--- config.mk ---
export PLATFORM = sky130hd
export DESIGN_NAME = cga_vram_arbiter
export DESIGN_NICKNAME = d
export VERILOG_FILES = /design/src/rtl/cga_vram_arbiter.sv
export SDC_FILE = /design/constraint.sdc
export NUM_CORES = 1
export LEC_CHECK = 0
export ABC_AREA = 1
export BUFFER_PORTS_ARGS = -buffer_cell sky130_fd_sc_hd__buf_2
export CELL_PAD_IN_SITES_DETAIL_PLACEMENT = 1
export CELL_PAD_IN_SITES_GLOBAL_PLACEMENT = 2
export CORE_MARGIN = 5
export CORE_UTILIZATION = 27
export DETAILED_ROUTE_END_ITERATION = 8
export PLACE_DENSITY = 0.95
export SYNTH_ARGS = -nofsm -noshare
export SYNTH_HDL_FRONTEND = slang
export SYNTH_SLANG_ARGS = --single-unit
--- constraint.sdc ---
create_clock -name clk -period 2.2 [get_ports clk]
set_input_delay 0.33 -clock clk [delete_from_list [all_inputs] [get_ports clk]]
set_output_delay 0.33 -clock clk [all_outputs]
set_load 0.03 [all_outputs]
--- src/rtl/cga_vram_arbiter.sv ---
// rtl/cga_vram_arbiter.sv - CGA VRAM arbiter between ISA CPU accesses and video fetch
//
// Purpose: shares a single-port VRAM between the display sequencer and the ISA
// bus. CPU accesses are confined to a fixed slot of the clkdiv sequencer
// (SLOT_START..SLOT_END); all other cycles belong to video fetch.
//
// Ports:
//   clk, reset            - sole clock, asynchronous active-high reset
//   clkdiv[4:0]           - sequencer phase
//   bus_a/bus_d           - ISA address / write data
//   bus_memr_l/bus_memw_l - ISA memory strobes (asynchronous, active-low)
//   bus_aen               - ISA DMA address enable (blocks decode)
//   bus_out/bus_dir       - CPU read data / read-drive enable
//   bus_rdy               - ISA ready (low inserts wait states)
//   vid_a/vid_req/vid_d   - video fetch address, request, captured data
//   snow                  - one-cycle flag when video data was corrupted by a CPU access
//   ram_a/ram_we_l/ram_wd/ram_d - VRAM port
module cga_vram_arbiter #(
  parameter logic [19:0] FB_BASE      = 20'hB8000,
  parameter int          WIN_LOG2     = 15,
  parameter int          ADDR_WIDTH   = 14,
  parameter int          SLOT_START   = 17,
  parameter int          SLOT_END     = 20,
  parameter int          USE_BUS_WAIT = 1,
  parameter int          SNOW         = 0
) (
  input  logic                  clk,
  input  logic                  reset,
  input  logic [4:0]            clkdiv,
  input  logic [19:0]           bus_a,
  input  logic [7:0]            bus_d,
  input  logic                  bus_memr_l,
  input  logic                  bus_memw_l,
  input  logic                  bus_aen,
  output logic [7:0]            bus_out,
  output logic                  bus_dir,
  output logic                  bus_rdy,
  input  logic [ADDR_WIDTH-1:0] vid_a,
  input  logic                  vid_req,
  output logic [7:0]            vid_d,
  output logic                  snow,
  output logic [18:0]           ram_a,
  output logic                  ram_we_l,
  output logic [7:0]            ram_wd,
  input  logic [7:0]            ram_d
);

  localparam logic [4:0] SS     = 5'(SLOT_START);
  localparam logic [4:0] SE     = 5'(SLOT_END);
  // ACCESS is entered on the edge that begins the SLOT_START phase, so the
  // decision is made in the phase just before it (wraps for SLOT_START = 0).
  localparam logic [4:0] SS_PRE = 5'(SLOT_START - 1);

  typedef enum logic [1:0] {IDLE, WAIT_SLOT, ACCESS, DONE} state_t;

  state_t                state_q, state_d;
  logic                  memr_s1_q, memr_s2_q, memw_s1_q, memw_s2_q;
  logic [ADDR_WIDTH-1:0] addr_q, addr_d;
  logic [7:0]            wdata_q, wdata_d;
  logic                  rd_q, rd_d;
  logic                  bus_rdy_q, bus_rdy_d;
  logic [7:0]            bus_out_q, bus_out_d;
  logic [7:0]            vid_d_q, vid_d_d;
  logic                  snow_q, snow_d;
  logic                  snow_seen_q, snow_seen_d;

  logic mem_cs, strobes_idle, cpu_req, in_access;

  assign mem_cs       = ~bus_aen & ((bus_a >> WIN_LOG2) == (FB_BASE >> WIN_LOG2));
  assign strobes_idle = memr_s2_q & memw_s2_q;
  assign cpu_req      = mem_cs & ~strobes_idle;
  assign in_access    = (state_q == ACCESS);

  always_comb begin
    state_d     = state_q;
    addr_d      = addr_q;
    wdata_d     = wdata_q;
    rd_d        = rd_q;
    bus_out_d   = bus_out_q;
    vid_d_d     = vid_d_q;
    snow_d      = 1'b0;
    snow_seen_d = snow_seen_q;

    case (state_q)
      IDLE: begin
        if (cpu_req) begin
          state_d = WAIT_SLOT;
          addr_d  = bus_a[ADDR_WIDTH-1:0];
          wdata_d = bus_d;
          rd_d    = ~memr_s2_q;
        end
      end
      WAIT_SLOT: begin
        if (strobes_idle)           state_d = IDLE;
        else if (clkdiv == SS_PRE)  state_d = ACCESS;
      end
      ACCESS: begin
        if (rd_q && (clkdiv == SE)) bus_out_d = ram_d;
        if (!((clkdiv >= SS) && (clkdiv < SE))) state_d = DONE;
      end
      DONE: begin
        if (strobes_idle) state_d = IDLE;
      end
      default: state_d = IDLE;
    endcase

    // Video capture; during the CPU slot the RAM bus carries the CPU byte,
    // which either corrupts the fetch (snow) or is simply not captured.
    if (vid_req) begin
      if (!in_access) begin
        vid_d_d = ram_d;
      end else if (SNOW != 0) begin
        vid_d_d = rd_q ? ram_d : wdata_q;
        if (!snow_seen_q) begin
          snow_d      = 1'b1;
          snow_seen_d = 1'b1;
        end
      end
    end
    if (!in_access) snow_seen_d = 1'b0;

    bus_rdy_d = ~((state_d == WAIT_SLOT) || (state_d == ACCESS));
  end

  always_ff @(posedge clk or posedge reset) begin
    if (reset) begin
      state_q     <= IDLE;
      memr_s1_q   <= 1'b1;
      memr_s2_q   <= 1'b1;
      memw_s1_q   <= 1'b1;
      memw_s2_q   <= 1'b1;
      addr_q      <= '0;
      wdata_q     <= 8'h00;
      rd_q        <= 1'b0;
      bus_rdy_q   <= 1'b1;
      bus_out_q   <= 8'h00;
      vid_d_q     <= 8'h00;
      snow_q      <= 1'b0;
      snow_seen_q <= 1'b0;
    end else begin
      state_q     <= state_d;
      memr_s1_q   <= bus_memr_l;
      memr_s2_q   <= memr_s1_q;
      memw_s1_q   <= bus_memw_l;
      memw_s2_q   <= memw_s1_q;
      addr_q      <= addr_d;
      wdata_q     <= wdata_d;
      rd_q        <= rd_d;
      bus_rdy_q   <= bus_rdy_d;
      bus_out_q   <= bus_out_d;
      vid_d_q     <= vid_d_d;
      snow_q      <= snow_d;
      snow_seen_q <= snow_seen_d;
    end
  end

  assign bus_dir  = mem_cs & ~bus_memr_l;
  assign bus_rdy  = (USE_BUS_WAIT != 0) ? bus_rdy_q : 1'b1;
  assign bus_out  = bus_out_q;
  assign vid_d    = vid_d_q;
  assign snow     = snow_q;
  assign ram_a    = in_access ? 19'(addr_q) : 19'(vid_a);
  assign ram_we_l = ~(in_access & ~rd_q);
  assign ram_wd   = wdata_q;

endmodule

; ---- Yosys cells after proc, flatten, opt, wreduce, memory -nomap -nowiden
; Index checks and enable logic that the tools add are counted.
; W data, S select, Z words.
[totals]
register_bits = 46
inputBits = 61
word_cells = 48
[op_classes]
order_cmp = 2
eq_ne = 8
mux = 7
bitwise_logic = 13
n_reduce_logical = 7
[ops]
columns = op, n
row1 = $eq A5 B5 Y1 const B, 3
row2 = $mux W14, 1
row3 = $mux W2, 5
row4 = $not A1 Y1, 8
row5 = $pmux W2 S4, 1
row6 = $eq A2 B2 Y1 const B, 3
row7 = $reduce_and A2 Y1, 3
row8 = $and A1 B1 Y1, 5
row9 = $ge A5 B5 Y1 const B, 1
row10 = $lt A5 B5 Y1 const B, 1
row11 = $eq A2 B1 Y1 const B, 2
row12 = $logic_and A1 B1 Y1, 2
row13 = $logic_not A2 Y1, 1
row14 = $logic_or A1 B1 Y1, 1

; ---- Depth between registers and ports, before layout
; Gate-level depths: netlist of the first run.
[logic_depth]
ltp_word = 8
ltp_mapped = 8
mapped_depth_nobuf = 7

; ---- Worst setup path after synthesis of the first run
; OpenSTA, ideal clock, no wires.
[synth_path]
kind = reg2out
from = reg state_q[0]
to = out ram_a[10]
arrival_ns = 1.447
required_ns = 1.870
setup_slack_ns = 0.423
path_stages_with_launch = 5
path_buffers = 1
cell_sequence = dfrtp_1 > nor2_4 > inv_2 > clkbuf_1 > o21ai_0
[synth_between]
elab_chain_len = 2
[synth_lines]
columns = element, line_no
row1 = "start, declared", 56  ; state_t state_q, state_d;
row2 = "start signal, assigned", 141  ; state_q <= state_d;
row3 = $eq A2 B2 Y1, 72  ; assign in_access = (state_q == ACCESS);
row4 = $mux W14, 162  ; assign ram_a = in_access ? 19'(addr_q) : 19'(vid_a);
row5 = "end, declared", 42  ; output logic [18:0] ram_a,
; No other way between the ends.

; ---- Worst setup path after layout of the first run
[layout_path]
from = reg state_q[1]
to = out ram_a[9]
; Same word-level chain as after synthesis.

==> impl_metrics.py, run 1 <==
metrics = {
    "cts": {
        "clock-root-buffer": "clkbuf_8",
        "cts_tree": "yes",
        "cts_buffers": 5,
        "post_cts.repair.setup_buffers": 0,
        "holdBufCountCts": 0,
        "clk_pin_slew_ns": 0.08,
        "cts_sinks": 46,
        "postCtsResizedCells": 0,
        "h-tree-depth": 2,
        "clockBufferDepth": 2,
        "clk-insertion-delay-late_ns": 0.28,
    },
    "timing": {
        "drv_slew": 0,
        "finalSetupViolations": 0,
        "finalHoldViolCount": 0,
        "rsz0062_at_grt": "false",
        "min_period_ns": 2.03,
        "whs_ns": 0.0644,
        "clock_skew_ns": 0.00327,
        "fin_crit_sh_pct": 92.2,
        "fmax_ghz": 0.493,
        "fin_setup_tns_ns": 0,
    },
    "cells_and_area": {
        "diodes": 0,
        "drive_above_1_share_pct": 41.5,
        "syn_to_final_growth_pct": 29.8,
        "fillers": 979,
        "final_nets": 397,
    },
    "yosys": {
        "yosysWarningCount": 0,
        "syn_area_um2": 2130,
        "ys_seq_elements": 46,
        "synth_cells": 238,
        "seq_area_frac_synth_pct": 54.2,
        "ys_types": 26,
        "syn_area_per_cell_um2": 8.97,
    },
    "placed_design": {
        "portBuffers": 100,
        "hpwl_mm": 4.20,
        "gp_routability_congestion": 0.727,
    },
    "die": {
        "die_w_um": 98.9,
        "initial_core_util_pct": 27.6,
        "coreArea_um2": 7730,
        "die_area_um2": 9780,
        "rows": 32,
        "die_h_um": 98.9,
        "ioPinCount": 108,
    },
    "critical_path": {
        "crit_type": "reg -> out",
        "reg2reg_to": "vid_d[7]",
        "crit_end": "ram_a[9]",
        "crit_chain": "inv_1 -> nor2_4 -> inv_2 -> nand2_1 -> o21ai_0 -> buf_2",
        "cp-start-kind": "register",
        "critPathTopFamily": "buffers and inverters",
        "critPathMaxStageDelay_ns": 0.40,
        "r2r_slack_ns": 0.66,
        "cp_num_buf_inv": 3,
        "crit_cells": 6,
        "reg2reg_depth": 5,
        "crit_start": "state_q[1]",
        "cp_max_fo": 31,
        "reg2reg_from": "state_q[1]",
        "cpMaxStageDelayCell": "dfrtp_1",
        "cp.required_ns": 1.87,
        "cp-end-kind": "primary output",
        "cp.arrival_ns": 1.70,
    },
    "global_routing": {
        "grt.overflow.total": 0,
        "antenna_found_initial": 0,
        "grt_pass1_vias": 2009,
        "grt_max_degree": 47,
        "track_usage_pct": 11.5,
        "grt_pass1_wl_mm": 9.22,
    },
    "routing": {
        "wirelength_mm": 5.41,
        "vias": 1814,
        "ant_nets": 0,
        "drt_iter0_drc": 57,
        "wl_per_cell_um": 12.3,
        "dr.pass1.iters": 4,
        "route.detailed.drc": 0,
        "avgViaCountPerCell": 4.13,
    },
    "power_and_ir_drop": {
        "power_density_nw_per_um2": 698,
        "p_leak_nw": 1.56,
        "ir_drop_mv": 0.237,
    },
    "status": {
        "status": "completed",
    },
    "min_path": {
        "hold_class": "in -> async",
    },
    "job": {
        "cap_violations": 0,
    },
}
==> layout by cell type, fill, tap and decap left out, types with 2 or more instances in the layout <==
| cell type | netlist | final |
|---|---|---|
| inv_2 | 1 | 2 |
| dfrtp_1 | 41 | 41 |
| nand4_1 | 2 | 2 |
| clkbuf_8 | 0 | 6 |
| nand2_1 | 77 | 77 |
| o21ai_1 | 8 | 8 |
| buf_2 | 2 | 100 |
| o21ai_0 | 23 | 23 |
| nand2_2 | 3 | 3 |
| nor2_1 | 6 | 6 |
| o21ai_2 | 16 | 16 |
| conb_1 | 1 | 6 |
| dfstp_2 | 5 | 5 |
| inv_1 | 30 | 29 |
==> cell usage after synthesis, drive strengths merged <==
| library cell | number | area share (%) |
|---|---|---|
| buf | 14 | 5.6 |
| or2 | 1 | 0.29 |
| clkbuf | 1 | 0.18 |
| nand3b | 1 | 0.94 |
| nand3 | 2 | 0.70 |
| o21bai | 1 | 0.35 |
| o31a | 1 | 0.41 |
| dfstp | 5 | 6.2 |
| inv | 32 | 5.9 |
| nor2 | 8 | 1.9 |
| o21ai | 47 | 14 |
| nand2 | 80 | 14 |
| dfrtp | 41 | 48 |
| conb | 1 | 0.18 |
| nand4 | 2 | 0.59 |
| nor3b | 1 | 0.59 |
==> worst min path at each step <==
stage	start	end	slack, ns
3_5_place_dp	memw_s1_q	memw_s2_q	0.35
5_1_grt	reset	ram_wd[4]	0.08
4_1_cts	reset	ram_wd[4]	0.07
6_report	reset	ram_wd[5]	0.06
2_1_floorplan	bus_memr_l	memr_s1_q	0.33
3_3_place_gp	memw_s1_q	memw_s2_q	0.35
==> flip-flops by register name (all words and copies together), names as in the netlist <==
register / flops
memr_s1_q: 1
state_q: 2
memw_s1_q: 1
memw_s2_q: 1
vid_d: 8
bus_rdy: 1
addr_q: 14
ram_wd: 8
rd_q: 1
memr_s2_q: 1
bus_out: 8
==> area by class of cell <==
type                            count  area [µm²]  share of cell area (%)
Inverter                           32         125                    4.52
Multi-Input combinational cell    150         748                    27.0
Clock inverter                      1        5.00                   0.181
Timing Repair Buffer              101         520                    18.8
Sequential cell                    46        1160                    41.8
Tap cell                          102         128                    4.61
Clock buffer                        7        86.3                    3.12
==> worst reg2reg max path, cell delays in order (launching register included) <==
cell and delay [ns]:
dfrtp_1 0.40, inv_1 0.14, nor2_4 0.06, inv_2 0.34, nand2_2 0.28, o21ai_0 0.24
==> kinds of logic (layout without fill, tap and decap cells) <==
kind of cell,Yosys count,after routing,synth area share (%)
buffers and inverters,47,141,11.6
AO/OA/AOI/OAI,49,49,14.6
other,1,6,0.176
flip-flops,46,46,54.2
AND/OR/NAND/NOR,95,95,19.4
==> metal layers <==
metal | track usage (%) | share of wire [%] | wire length [µm] | vias up
met3 | 3.33 | 7.1 | 386 | 5
li1 | - | - | - | 918
met2 | 19.2 | 47 | 2560 | 59
met1 | 14.3 | 45 | 2420 | 832
met4 | 3.47 | 0.98 | 53 | 0
met5 | 0 | 0 | 0 | -
==> stage by stage <==
stage / util (%) / instances / setup slack, ns / power (mW) / instance area [µm²]
finish: 35.8 / 439 / 0.171 / 1.93 / 2770
CTS: 35.8 / 439 / 0.106 / 1.98 / 2770
detailed placement: 34.7 / 431 / 0.442 / 1.44 / 2680
global route: 35.8 / 439 / 0.0127 / 2.06 / 2770
floorplan: - / 243 / 0.423 / 1.30 / 2150
global placement: 34.7 / 431 / 0.574 / 1.43 / 2680
==> power breakdown <==
part	internal [mW]	leakage, nW	switching, mW
clock	0.254	0.0482	0.264
sequential	0.956	0.562	0.0400
combinational	0.148	0.947	0.272
(Power assumes the default switching activity.)
==> run 2, diff against run 1 <==
--- a/config.mk
+++ b/config.mk
@@ -10,9 +10,10 @@
 export CELL_PAD_IN_SITES_DETAIL_PLACEMENT = 1
 export CELL_PAD_IN_SITES_GLOBAL_PLACEMENT = 2
 export CORE_MARGIN = 5
-export CORE_UTILIZATION = 27
+export CORE_UTILIZATION = 22
 export DETAILED_ROUTE_END_ITERATION = 8
-export PLACE_DENSITY = 0.95
+export PLACE_DENSITY = 0.84
+export REMOVE_ABC_BUFFERS = 1
 export SYNTH_ARGS = -nofsm -noshare
 export SYNTH_HDL_FRONTEND = slang
 export SYNTH_SLANG_ARGS = --single-unit
==> constraint.sdc (replaced) <==
create_clock -name clk -period 1.7 [get_ports clk]
set_input_delay 0.255 -clock clk [delete_from_list [all_inputs] [get_ports clk]]
set_output_delay 0.255 -clock clk [all_outputs]
set_load 0.02 [all_outputs]
==> run 2 against run 1 <==
Compared with the run above:
- sequential share of layout area down 3.7 points
- final area up 9.8%
- critical path depth down 1
==> impl_metrics.py, run 2 (same netlist as run 1, synthesis figures left out) <==
metrics = {
    "status": {
        "status": "completed",
    },
    "timing": {
        "drv_slew": 0,
        "finalSetupViolations": 0,
        "finalHoldViolCount": 0,
        "fmax_ghz": 0.605,
        "clock_skew_ns": 0.0105,
        "whs_ns": 0.0699,
        "min_period_ns": 1.65,
        "fin_crit_sh_pct": 97.2,
        "rsz0062_at_grt": "true",
    },
    "cells_and_area": {
        "regMostFlops": "addr_q",
        "diodes": 0,
        "fillers": 1195,
        "final_nets": 405,
        "final_cell_mix": "86 x buf_2, 74 x nand2_1, 41 x dfrtp_1, 28 x inv_1, 25 x o21ai_2",
        "largest_register_ffs": 14,
        "drive_above_1_share_pct": 47.2,
        "fin_cells": 478,
        "syn_to_final_growth_pct": 42.5,
        "layout_commonest_cell": "buf_2",
    },
    "cts": {
        "clk_pin_slew_ns": 0.08,
        "cts_buffers": 5,
        "cts_tree": "yes",
        "clock-root-buffer": "clkbuf_8",
        "h-tree-depth": 2,
        "clk-insertion-delay-late_ns": 0.29,
        "cts_sinks": 46,
        "clockBufferDepth": 2,
    },
    "global_routing": {
        "grt_pass1_vias": 1983,
        "grt_pass1_wl_mm": 9.11,
        "antenna_found_initial": 0,
        "track_usage_pct": 9.55,
        "grt.overflow.total": 0,
        "grt_max_degree": 37,
    },
    "critical_path": {
        "reg2reg_from": "state_q[0]",
        "crit_type": "reg -> out",
        "cp.arrival_ns": 1.40,
        "cp_num_buf_inv": 3,
        "crit_chain": "nor2_4 -> inv_4 -> clkbuf_16 -> o21ai_2 -> buf_6",
        "cp_max_fo": 8,
        "cp-start-kind": "register",
        "cp-end-kind": "primary output",
        "crit_start": "state_q[0]",
        "critPathTopFamily": "flip-flops",
        "critPathMaxStageDelay_ns": 0.41,
        "cpMaxStageDelayCell": "dfrtp_1",
        "cp.required_ns": 1.44,
    },
    "routing": {
        "ant_nets": 0,
        "vias": 1902,
        "wirelength_mm": 5.92,
        "route.detailed.drc": 0,
        "wl_per_cell_um": 12.4,
        "avgViaCountPerCell": 3.98,
        "drt_iter0_drc": 38,
        "dr.pass1.iters": 4,
    },
    "die": {
        "die_w_um": 109,
        "ioPinCount": 108,
        "die_area_um2": 11800,
        "die_h_um": 109,
        "initial_core_util_pct": 22.1,
        "coreArea_um2": 9640,
        "rows": 36,
    },
    "placed_design": {
        "gp_routability_congestion": 0.703,
        "hpwl_mm": 4.27,
        "portBuffers": 100,
        "dpl.cell_count": 463,
    },
    "job": {
        "cap_violations": 0,
    },
    "power_and_ir_drop": {
        "power_density_nw_per_um2": 863,
        "p_leak_nw": 1.66,
        "ir_drop_mv": 0.386,
    },
    "min_path": {
        "hold_class": "in -> reg",
        "hold_start": "bus_memw_l",
    },
}
-- run 2: layout make-up --
class	instances	area [µm²]	share of cell area (%)
Multi-Input combinational cell	150	812	26.7
Clock inverter	3	40.0	1.32
Clock buffer	5	68.8	2.26
Inverter	32	130	4.28
Sequential cell	46	1160	38.1
Tap cell	133	166	5.47
Timing Repair Buffer	109	667	21.9
-- run 2: power breakdown --
part	switching, mW	total (mW)	internal, mW
combinational	0.323	0.536	0.213
sequential	0.0546	1.29	1.24
clock	0.366	0.799	0.433
-- run 2: layer usage --
metal,GRT usage (%),share of wire (%),wire length [µm],vias up
met3,2.81,6.7,394,4
met1,11.9,44,2590,895
li1,-,-,-,934
met5,0,0,0,-
met2,16.2,49,2900,69
met4,2.43,0.51,30,0
-- run 2: metrics by stage --
step           utilization [%]  cell area (µm²)  setup TNS, ns  power [mW]  setup WS (ns)
3_5_place_dp              28.4             2740              0        1.81          0.214
4_1_cts                   29.8             2870              0        2.66         0.0153
2_1_floorplan                -             2030              0        1.61          0.246
3_3_place_gp              28.4             2740              0        1.79          0.268
6_report                  31.6             3040              0        2.63         0.0471
5_1_grt                   31.6             3040         -0.173        2.81        -0.0223
-- run 2: what timing repair did --
| item | CTS | global route |
|---|---|---|
| setup endpoints to repair | 14 | 18 |
| setup buffers | 1 | 3 |
| pin swaps | 1 | 1 |
| gates resized for setup | 5 | 46 |
| hold buffers | 1 | 0 |
| hold endpoints to repair | 19 | 0 |
| cloned | 0 | 2 |
-- run 2: final timing paths --
| kind | end | slack (ns) | cells after the start |
|---|---|---|---|
| max | ram_a[4] | 0.05 | 5 |
| max reg2reg | addr_q[8] | 0.21 | 7 |
| max in group asynchronous | memr_s2_q | 0.59 | 4 |
| min in group asynchronous | vid_d[4] | 0.50 | 3 |
| min | memw_s1_q | 0.07 | 1 |
| min reg2reg | memr_s2_q | 0.36 | 0 |
